<file path="src/rtl/sipo_stream.sv">
// sipo_stream: serial-in/parallel-out packer with valid/ready on both sides.
// Packs DATA_OUT_WIDTH/DATA_IN_WIDTH input beats into one registered output
// word, with output backpressure and selectable lane order.
// Optional feature macro: SIPO_FLUSH_EN adds flush/flush_ready so that a
// partial word can be emitted early.
module sipo_stream #(
  parameter int unsigned DATA_IN_WIDTH  = 16,
  parameter int unsigned DATA_OUT_WIDTH = 64,
  parameter bit          MSB_FIRST      = 1'b0,
  localparam int unsigned NUM_SHIFTS    = DATA_OUT_WIDTH / DATA_IN_WIDTH,
  localparam int unsigned CNT_W         = $clog2(NUM_SHIFTS) + 1
) (
  input  logic                      clk,
  input  logic                      reset_n,
  input  logic                      in_valid,
  output logic                      in_ready,
  input  logic [DATA_IN_WIDTH-1:0]  data_in,
  output logic                      out_valid,
  input  logic                      out_ready,
  output logic [DATA_OUT_WIDTH-1:0] data_out,
  output logic [CNT_W-1:0]          out_count
`ifdef SIPO_FLUSH_EN
  ,
  input  logic                      flush,
  output logic                      flush_ready
`endif
);

  // Reject output widths that are not a whole number of beats
  if (DATA_OUT_WIDTH % DATA_IN_WIDTH != 0) begin : g_width_check
    $error("sipo_stream: DATA_OUT_WIDTH must be a multiple of DATA_IN_WIDTH");
  end

  localparam logic [CNT_W-1:0] CNT_FULL = CNT_W'(NUM_SHIFTS);
  localparam logic [CNT_W-1:0] CNT_LAST = CNT_W'(NUM_SHIFTS - 1);

  logic [CNT_W-1:0]          cnt;
  logic [CNT_W-1:0]          cnt_nxt;
  logic [DATA_OUT_WIDTH-1:0] asm_q;
  logic [DATA_OUT_WIDTH-1:0] asm_nxt;
  logic [DATA_OUT_WIDTH-1:0] asm_wr;
  logic                      out_valid_nxt;
  logic [DATA_OUT_WIDTH-1:0] data_out_nxt;
  logic [CNT_W-1:0]          out_count_nxt;
  logic [CNT_W-1:0]          beat_idx;
  logic [CNT_W-1:0]          lane_pos;
  logic                      full;
  logic                      slot_free;
  logic                      accept;

  // Handshake terms; in_ready deliberately follows out_ready combinationally
  always_comb begin
    full      = (cnt == CNT_FULL);
    slot_free = !out_valid || out_ready;
    in_ready  = reset_n && (!full || slot_free);
    accept    = in_valid && in_ready;
  end

`ifdef SIPO_FLUSH_EN
  // A flush can only be honoured into a free slot and never while full
  always_comb begin
    flush_ready = reset_n && slot_free && !full;
  end
`endif

  // Assembly image with the incoming beat written into its lane; a full
  // register is being emptied whenever a beat can be accepted, so the beat
  // then starts a fresh word in lane 0
  always_comb begin
    beat_idx = full ? '0 : cnt;
    lane_pos = MSB_FIRST ? (CNT_LAST - beat_idx) : beat_idx;
    asm_wr   = full ? '0 : asm_q;
    if (accept) begin
      for (int unsigned i = 0; i < NUM_SHIFTS; i++) begin
        if (CNT_W'(i) == lane_pos) begin
          asm_wr[i*DATA_IN_WIDTH +: DATA_IN_WIDTH] = data_in;
        end
      end
    end
  end

  // Next-state: counter, assembly register and output register
  always_comb begin
    cnt_nxt       = cnt;
    asm_nxt       = asm_q;
    out_valid_nxt = out_valid && !out_ready;
    data_out_nxt  = data_out;
    out_count_nxt = out_count;

    if (full) begin
      if (slot_free) begin
        out_valid_nxt = 1'b1;
        data_out_nxt  = asm_q;
        out_count_nxt = CNT_FULL;
        asm_nxt       = asm_wr;
        cnt_nxt       = accept ? CNT_W'(1) : '0;
      end
    end else if (accept && (cnt == CNT_LAST) && slot_free) begin
      out_valid_nxt = 1'b1;
      data_out_nxt  = asm_wr;
      out_count_nxt = CNT_FULL;
      asm_nxt       = '0;
      cnt_nxt       = '0;
    end
`ifdef SIPO_FLUSH_EN
    else if (flush && flush_ready && ((cnt != '0) || accept)) begin
      out_valid_nxt = 1'b1;
      data_out_nxt  = asm_wr;
      out_count_nxt = cnt + CNT_W'(accept);
      asm_nxt       = '0;
      cnt_nxt       = '0;
    end
`endif
    else if (accept) begin
      asm_nxt = asm_wr;
      cnt_nxt = cnt + CNT_W'(1);
    end
  end

  // State and output registers; reset drops any partial word
  always_ff @(posedge clk or negedge reset_n) begin
    if (!reset_n) begin
      cnt       <= '0;
      asm_q     <= '0;
      out_valid <= 1'b0;
      data_out  <= '0;
      out_count <= '0;
    end else begin
      cnt       <= cnt_nxt;
      asm_q     <= asm_nxt;
      out_valid <= out_valid_nxt;
      data_out  <= data_out_nxt;
      out_count <= out_count_nxt;
    end
  end

endmodule
</file>
<file path="config.mk">
export PLATFORM = sky130hd
export DESIGN_NAME = sipo_stream
export DESIGN_NICKNAME = d
export VERILOG_FILES = /design/src/rtl/sipo_stream.sv
export SDC_FILE = /design/constraint.sdc
export NUM_CORES = 1
export LEC_CHECK = 0
export CAP_MARGIN = 20
export CORE_MARGIN = 2
export CORE_UTILIZATION = 35
export CTS_CLUSTER_SIZE = 20
export DETAILED_ROUTE_END_ITERATION = 10
export PLACE_DENSITY_LB_ADDON = 0.2
export SLEW_MARGIN = 20
export SYNTH_ARGS = -nofsm -noshare
export SYNTH_HDL_FRONTEND = slang
export SYNTH_SLANG_ARGS = --single-unit
</file>
<file path="constraint.sdc">
create_clock -name clk -period 4.1 [get_ports clk]
set_input_delay 1.025 -clock clk [delete_from_list [all_inputs] [get_ports clk]]
set_output_delay 1.025 -clock clk [all_outputs]
set_load 0.01 [all_outputs]
</file>
==> flow_summary.toml <==
[logic_synthesis]
synthArstFlopShare = 1.00
syn-instance-count = 487
synth_compound_area_frac = 0.172
yosys.area_share.simple = 0.0710
synth_top_family_by_area = "compound AO/OA/AOI/OAI gates"
synth_mux_area_frac = 0.114
synth_area_leaders = "dfrtp_1 (59%), mux2i_1 (11%), a22o_1 (9.9%)"
yosys.area_share.adder = 0.00665
yosysWarnings = 0
synth-seq-cells = 133
synth_top_area_share = 0.590
synth_xor_area_frac = 0
netlist-cell-type-count = 33
synth_edf_count = 0
netlist_area_sq_mm = 0.00564
ys_seq_area_frac = 0.590
avgSynthCellArea_sq_um = 11.6
yosys_most_used_dff = "dfrtp_1"
yosys.area.top_type = "dfrtp_1"

[timing]
hold_viol = 0
fin_worst_skew_ps = 9.37
timing.final.crit_period_ps = 3370
rsz0062_at_grt = "false"
finalMaxSlewViolations = 0
fin_setup_tns_ps = 0
slew_headroom = 0.278
period_share = 0.821
fin_hold_ws_ps = 403
setup_viol = 0
max_freq_ghz = 0.297
worstMarginPinSlew_ps = 1080

[final_layout]
drive_above_1_share = 0.0938
design_area_sq_mm = 0.00729
n_antenna_cell = 0
layout.nets = 575
n_fill_cell = 1470
syn_to_final_growth_pct = 29.1

[floorplanning]
placementRows = 46
boundaryPins = 89
coreArea_sq_mm = 0.0158
die_h_um = 131
die_w_um = 131
dieArea_sq_mm = 0.0172
initial_core_util = 0.357

[route]
firstDrtPassIters = 4
vias_per_cell = 5.05
drt_iter0_markers = 291
drcViolationCount = 0
wl_um = 13700
ant_nets = 0
via_count = 3947
wl_per_cell_um = 17.5

[setup_path]
cpMostUsedCell = "clkdlybuf4s50_1"
critical-path-top-delay-family = "buffers and inverters"
cp_slowest_cell = "clkdlybuf4s50_1"
path_max_fanout = 3
path_class = "in -> out"
cp-end-kind = "primary output"
path_cells = "clkdlybuf4s50_1 > nor2b_1 > a21boi_0 > clkdlybuf4s50_1"
crit_required_ps = 3070
critical_path_cell_count = 4
reg2reg_from = "cnt[2]$_DFFE_PN0P_"
cpPeakStageDelay_ps = 490
rr_worst_depth = 6
crit_start = "out_ready"
start_kind = "input port"
cp.buffers_inverters = 2
worstPathArrival_ps = 2340

[global_routing]
grt-ovfl-total = 0
grtUsageTotal = 0.172
grt_first_pass_wirelength_um = 22100
grt_max_degree = 67
grt_pass1_vias = 4045
antenna_found_initial = 0

[clock_network]
htree_levels = 4
tritoncts = "built"
cts_hold_buf = 0
cts_resized = 0
cts_root_buffer = "clkbuf_16"
postCtsSetupBuffers = 0
clock_latency_ps = 420
clock_sinks = 133
numCtsBuffers = 17
cts_buffer_depth = 2
clk_transition_reported_paths_ps = 60

[pwr]
power_density_mw_per_mm2 = 858
irDropWorstVdd_mv = 0.354
p_leak_nw = 3.30

[place]
placed_area_sq_mm = 0.00663
io_buffer_count = 86
dp_hpwl_um = 8870
place_congestion = 0.814

[run_status]
run_status = "finished, final reports clean"

[worst_hold_path]
hp-class = "in -> async"

[job]
maxCapViolations = 0
cells by family (layout without fill, tap and decap cells):
logic type      count (synthesis)  after routing
compound gates                142            142
fa+ha+maj                       3              3
buf+inv                        57            134
flops                         133            133
mux                            64             64
other cells                     1              2
simple gates                   87             87
final timing paths:
path,end,slack [ps]
worst min-delay path,cnt[1]$_DFFE_PN0P_,400
min in group clk,out_count[2]$_DFFE_PN0P_,480
max in group asynchronous,asm_q[52]$_DFFE_PN0P_,1910
worst max register to register,asm_q[27]$_DFFE_PN0P_,1500
worst min register to register,out_count[2]$_DFFE_PN0P_,480
worst max-delay path,in_ready,730
flip-flops by register name, indices dropped and copies added (netlist names):
name and flops:
out_count 1, asm_q 64, out_valid 1, cnt 3
data_out 64
per-stage QoR:
step	worst slack [ps]	total power, W	instances	util
after global placement	746	0.00455	749	0.419
final	734	0.00625	781	0.460
after floorplan	1620	0.00357	488	-
after detailed placement	722	0.00461	749	0.419
after global routing	625	0.00668	781	0.460
after CTS	715	0.00632	781	0.460
cell usage after synthesis (2+ instances only):
master	number
o21ai_0	4
nor2_1	66
and4_1	2
nor2b_1	2
or2_2	2
buf_2	12
a21oi_1	68
clkbuf_1	36
or4_1	2
buf_6	3
inv_2	2
a22o_1	64
dfrtp_1	133
mux2i_1	64
ha_1	3
nand2_1	5
buf_4	3
cells in the final DEF (no fill, tap or decap), types with 2 or more instances in the layout:
master and instances:
dfrtp_1 133, clkdlybuf4s50_1 85, a21oi_1 68, nor2_1 66, mux2i_1 64, a22o_1 64, clkbuf_16 17, buf_4 13
clkbuf_8 6, nand2_1 5, o21ai_0 4, bufinv_16 4, ha_1 3, clkinv_2 3, inv_2 2, nor2b_1 2
or4_1 2, and4_1 2, or2_2 2, conb_1 2
power breakdown:
group | internal [W] | switching [W] | leakage [nW]
logic | 0.00119 | 0.00110 | 1.31
registers | 0.00192 | 0.000374 | 1.67
clock network | 0.00111 | 0.000561 | 0.322
worst register-to-register path: cells and delay by family, from the launching register on:
family | cells | cell delay (ps)
DFF | 1 | 580
adders and majority gates | 1 | 280
buffers and inverters | 1 | 130
and+or+nand+nor | 2 | 930
AOI/OAI and AO/OA | 2 | 620
per-layer routing:
metal	vias up	global-route usage	wire length, um
met4	0	0.0607	248
li1	1851	-	-
met2	123	0.247	5980
met5	-	0	0
met1	1956	0.248	6570
met3	17	0.0501	910
area by class of cell:
| class | instances | area [sq um] | area share |
|---|---|---|---|
| clock buffer | 24 | 512 | 0.0702 |
| sequential | 133 | 3330 | 0.457 |
| tap | 216 | 270 | 0.0371 |
| multi-input combinational | 298 | 2060 | 0.283 |
| timing repair buffer | 99 | 960 | 0.132 |
| inverter | 3 | 11.3 | 0.00155 |
| clock inverter | 8 | 143 | 0.0196 |
No activity file was read; power rests on OpenSTA's default activity.
